$ cat src/rtl/serial_frame_deserializer.sv
// Bit-serial receiver: recovers framed {k, data[7:0]} symbols and packs NSYM of them into a packet word.
// Optional even-parity bit per frame is built when DESER_PARITY_EN is defined.
module serial_frame_deserializer #(
  parameter int WIDTH = 10,
  parameter int NSYM  = 3
) (
  input  logic                          clk_i,
  input  logic                          rst_i,
  input  logic                          serial_i,
  output logic [WIDTH-2:0]              data_o,
  output logic                          eob_o,
  output logic                          err_o,
  output logic [NSYM*(WIDTH-1)-1:0]     word_o,
  output logic                          pkt_o
);

  localparam int PW = WIDTH - 1;
  localparam int WW = NSYM * PW;
  localparam int CW = $clog2(WIDTH);
  localparam int SW = (NSYM > 1) ? $clog2(NSYM) : 1;
  localparam logic [CW-1:0] LAST_BIT = CW'(WIDTH - 2);
  localparam logic [SW-1:0] LAST_SYM = SW'(NSYM - 1);

  localparam logic [1:0] ST_IDLE = 2'd0;
  localparam logic [1:0] ST_DATA = 2'd1;
`ifdef DESER_PARITY_EN
  localparam logic [1:0] ST_PAR  = 2'd2;
`endif
  localparam logic [1:0] ST_STOP = 2'd3;

  // Handshake: eob_o/err_o/pkt_o are single-cycle strobes with no back-pressure;
  // data_o and word_o are valid in the strobe cycle and held until the next good update.

  logic [1:0]    sync_q;
  logic          s;
  logic [1:0]    state_q, state_d;
  logic [CW-1:0] cnt_q, cnt_d;
  logic [PW-1:0] shift_q, shift_d;
  logic [SW-1:0] sym_q, sym_d;
  logic [WW-1:0] buf_q, buf_d;
  logic [PW-1:0] data_q, data_d;
  logic [WW-1:0] word_q, word_d;
  logic          eob_q, eob_d;
  logic          err_q, err_d;
  logic          pkt_q, pkt_d;
  logic          good;

  assign s = sync_q[1];

`ifdef DESER_PARITY_EN
  logic par_err_q, par_err_d;
  assign good = s & ~par_err_q;
`else
  assign good = s;
`endif

  always_comb begin
    state_d = state_q;
    cnt_d   = cnt_q;
    shift_d = shift_q;
    sym_d   = sym_q;
    buf_d   = buf_q;
    data_d  = data_q;
    word_d  = word_q;
    eob_d   = 1'b0;
    err_d   = 1'b0;
    pkt_d   = 1'b0;
`ifdef DESER_PARITY_EN
    par_err_d = par_err_q;
`endif
    case (state_q)
      ST_IDLE: begin
        if (!s) begin
          state_d = ST_DATA;
          cnt_d   = '0;
`ifdef DESER_PARITY_EN
          par_err_d = 1'b0;
`endif
        end
      end
      ST_DATA: begin
        shift_d = {s, shift_q[PW-1:1]};
        cnt_d   = cnt_q + 1'b1;
        if (cnt_q == LAST_BIT) begin
`ifdef DESER_PARITY_EN
          state_d = ST_PAR;
`else
          state_d = ST_STOP;
`endif
        end
      end
`ifdef DESER_PARITY_EN
      ST_PAR: begin
        par_err_d = s ^ (^shift_q);
        state_d   = ST_STOP;
      end
`endif
      ST_STOP: begin
        state_d = ST_IDLE;
        if (good) begin
          data_d = shift_q;
          eob_d  = 1'b1;
          // Slot 0 lands in the MSBs so the word reads [s0][s1]...[sN-1].
          for (int i = 0; i < NSYM; i++) begin
            if (sym_q == SW'(i)) buf_d[(NSYM-1-i)*PW +: PW] = shift_q;
          end
          if (sym_q == LAST_SYM) begin
            word_d = buf_d;
            pkt_d  = 1'b1;
            sym_d  = '0;
          end else begin
            sym_d = sym_q + 1'b1;
          end
        end else begin
          err_d = 1'b1;
          sym_d = '0;
        end
      end
      default: state_d = ST_IDLE;
    endcase
  end

  always_ff @(posedge clk_i or posedge rst_i) begin
    if (rst_i) begin
      sync_q  <= 2'b11;
      state_q <= ST_IDLE;
      cnt_q   <= '0;
      shift_q <= '0;
      sym_q   <= '0;
      buf_q   <= '0;
      data_q  <= '0;
      word_q  <= '0;
      eob_q   <= 1'b0;
      err_q   <= 1'b0;
      pkt_q   <= 1'b0;
`ifdef DESER_PARITY_EN
      par_err_q <= 1'b0;
`endif
    end else begin
      sync_q  <= {sync_q[0], serial_i};
      state_q <= state_d;
      cnt_q   <= cnt_d;
      shift_q <= shift_d;
      sym_q   <= sym_d;
      buf_q   <= buf_d;
      data_q  <= data_d;
      word_q  <= word_d;
      eob_q   <= eob_d;
      err_q   <= err_d;
      pkt_q   <= pkt_d;
`ifdef DESER_PARITY_EN
      par_err_q <= par_err_d;
`endif
    end
  end

  assign data_o = data_q;
  assign word_o = word_q;
  assign eob_o  = eob_q;
  assign err_o  = err_q;
  assign pkt_o  = pkt_q;

endmodule

$ cat config.mk
export PLATFORM = sky130hd
export DESIGN_NAME = serial_frame_deserializer
export DESIGN_NICKNAME = d
export VERILOG_FILES = /design/src/rtl/serial_frame_deserializer.sv
export SDC_FILE = /design/constraint.sdc
export NUM_CORES = 1
export LEC_CHECK = 0
export BUFFER_PORTS_ARGS = -buffer_cell sky130_fd_sc_hd__clkbuf_2
export CELL_PAD_IN_SITES_DETAIL_PLACEMENT = 0
export CELL_PAD_IN_SITES_GLOBAL_PLACEMENT = 1
export CORE_UTILIZATION = 42
export CTS_CLUSTER_SIZE = 8
export DETAILED_ROUTE_END_ITERATION = 10
export PLACE_DENSITY_LB_ADDON = 0.05
export SYNTH_ARGS = -nofsm -noshare
export SYNTH_HDL_FRONTEND = slang
export SYNTH_SLANG_ARGS = --single-unit
$ cat constraint.sdc
create_clock -name clk_i -period 2.2 [get_ports clk_i]
set_clock_uncertainty 0.2 [all_clocks]
set_input_delay 0.22 -clock clk_i [delete_from_list [all_inputs] [get_ports clk_i]]
set_output_delay 0.22 -clock clk_i [all_outputs]
set_load 0.005 [all_outputs]
==> results.toml <==
[worst_setup_path]
cp.arrival_ns = 1.95
crit_type = "flop to flop"
crit_required_ns = 2.22
start_kind = "flop"
critPathMaxFanout = 10
end_kind = "flop"

[global_routing]
grt_max_degree = 34
groute.usage.overall_pct = 16.0
antenna_found_initial = 0
grt_pass1_wl_um = 8630
grt_overflow_total = 0
grt_pass1_vias = 1674

[cts]
cts-resized-gates = 0
cts_tree = "yes"
clockBufferDepth = 2
cts.sinks = 76
cts_buffers = 9
htreeDepth = 3
clk-insertion-delay-late_ns = 0.34
clockRootBuffer = "clkbuf_8"
clk_pin_slew_ns = 0.07
cts_setup_buffers = 0

[routing]
antenna_left = 0
drt_iter0_drc = 35
drc = 0
wl_um = 5080
vias = 1580
via_per_inst = 5.02
wl_per_cell_um = 16.1
firstDrtPassIters = 4

[sta]
final_hold_viol_count = 0
drv_slew = 0
timing.hold.ws_ns = 0.158
setup_tns_ns = 0
finalCritPeriodShare_pct = 87.5
tightest_slew_ns = 0.736
rsz0062_at_grt = "no"
fmax_mhz = 519
finalCriticalPeriod_ns = 1.93
finalSetupViolCount = 0
slew_headroom_pct = 50.8

[logic_synthesis]
synth_nets = 184
syn_inst = 179
synth_area_leaders = "dfrtp_1, mux2_2, mux2_4, dfstp_2, ha_1"
synth_area_per_cell_um2 = 16.2
synth_top_cell_area_share_pct = 63.7
synth_top_cell_by_area = "dfrtp_1"
synth_cell_type_count = 26
yosysSeqAreaShare_pct = 65.5
synthesis.area_um2 = 2910
yosys_register_bits = 76
yosys_warnings = 0

[finish]
syn2layout_area_growth_pct = 19.1
final_nets = 238
multi_input_area_um2 = 937
diodes = 0
drive_gt1_share_pct = 56.3
instances_no_fill = 315
regArea_um2 = 1900
nFillCells = 551

[floorplan]
ioPinCount = 42
start_util_pct = 44.5
dieArea_um2 = 7260
die_width_um = 85.2
fp-row-count = 29
fp.dieH_um = 85.2
core_region_area_um2 = 6530

[placement]
dp_hpwl_um = 3500
io_buffers = 41
dp.cells = 297
gp_congestion = 0.679

[run_status]
status = "complete, no violations"

[job]
cap_violations = 0

[pwr]
p_leak_nw = 1.78
ir_drop_v = 0.000547
power_density_nw_per_um2 = 1270

[hold_path]
hold_path_class = "flop to flop"
-- cell usage after synthesis, drive strengths merged --
library cell  count
dfrtp            74
mux2             63
nand2             7
buf               6
inv               6
nand3             3
nor2              3
a21o              2
dfstp             2
ha                2
o21ai             2
a31oi             1
a41oi             1
clkbuf            1
mux2i             1
nor2b             1
nor3b             1
nor4              1
o2bb2ai           1
or4b              1
-- worst max-delay path: stages, from the launching register on --
cell and delay, ns:
dfstp_2 0.58, nand2_2 0.09, or4b_4 0.61, mux2_4 0.33
-- cells by family (layout without fill, tap and decap cells) --
family	count (synthesis)	after routing	share of synthesized area, %
flops	76	76	65.5
mux	64	64	25.9
simple gates	17	17	3.57
buf+inv	13	72	2.41
compound gates	7	7	1.72
fa+ha+maj	2	2	0.861
-- timing repair --
| item | in CTS | in global routing |
|---|---|---|
| setup endpoints to repair | 0 | 0 |
| hold buffers | 2 | 0 |
| endpoints found under the hold margin | 29 | 0 |
-- cell usage in the layout (no fill, tap or decap), types with 3 or more instances in the layout --
master / instances
dfrtp_1: 74
mux2_2: 54
clkbuf_2: 41
clkbuf_8: 10
mux2_4: 9
nand2_1: 6
buf_4: 5
inv_1: 4
nor2_1: 3
nand3_1: 3
-- where the power goes --
group          switching (W)  internal [W]  leakage (nW)  total, W
Clock               0.000482      0.000554         0.100   0.00104
Sequential          0.000399       0.00186         0.984   0.00226
Combinational       0.000423      0.000659         0.692   0.00108
Total                0.00130       0.00308          1.78   0.00438
-- registers in the layout, summed over array words and instances (netlist names) --
signal and count:
buf_q 18, sync_q 2, state_q 2, pkt_o 1
data_o 9, eob_o 1, sym_q 2, shift_q 9
cnt_q 4, err_o 1, word_o 27
-- worst paths after layout --
| path | slack (ns) | depth (start not counted) | to | from |
|---|---|---|---|---|
| worst max-delay path | 0.27 | 3 | buf_q[13] | sync_q[1] |
| worst min-delay path | 0.16 | 0 | sync_q[1] | sync_q[0] |
| worst min register to register | 0.16 | 0 | sync_q[1] | sync_q[0] |
| worst max register to register | 0.27 | 3 | buf_q[13] | sync_q[1] |
| max in group asynchronous | 0.83 | 4 | word_o[11] | rst_i |
| min in group asynchronous | 0.34 | 3 | word_o[8] | rst_i |
-- metrics by stage --
| step | total power [W] | instance area [µm²] | utilization (%) | setup slack [ns] |
|---|---|---|---|---|
| after floorplan | 0.00292 | 2910 | - | 0.341 |
| after global routing | 0.00467 | 3460 | 53.0 | 0.210 |
| after CTS | 0.00444 | 3460 | 53.0 | 0.273 |
| after detailed placement | 0.00339 | 3250 | 49.7 | 0.278 |
| final | 0.00438 | 3460 | 53.0 | 0.274 |
| after global placement | 0.00331 | 3250 | 49.7 | 0.325 |
-- cell type report --
type | count | share of cell area, %
Tap cell | 77 | 2.78
Inverter | 6 | 0.759
Timing Repair Buffer | 50 | 8.75
Clock buffer | 12 | 4.19
Sequential cell | 76 | 55.0
Multi-Input combinational cell | 90 | 27.1
Clock inverter | 4 | 1.41
-- layer usage --
metal	share of wire, %	wire (µm)	global-route usage [%]	up-vias
met5	0	0	0	-
met4	2.0	104	7.86	0
met3	3.2	164	3.60	10
met2	46	2360	24.7	34
met1	48	2460	21.4	800
li1	-	-	-	736
No activity file was read; power rests on OpenSTA's default activity.
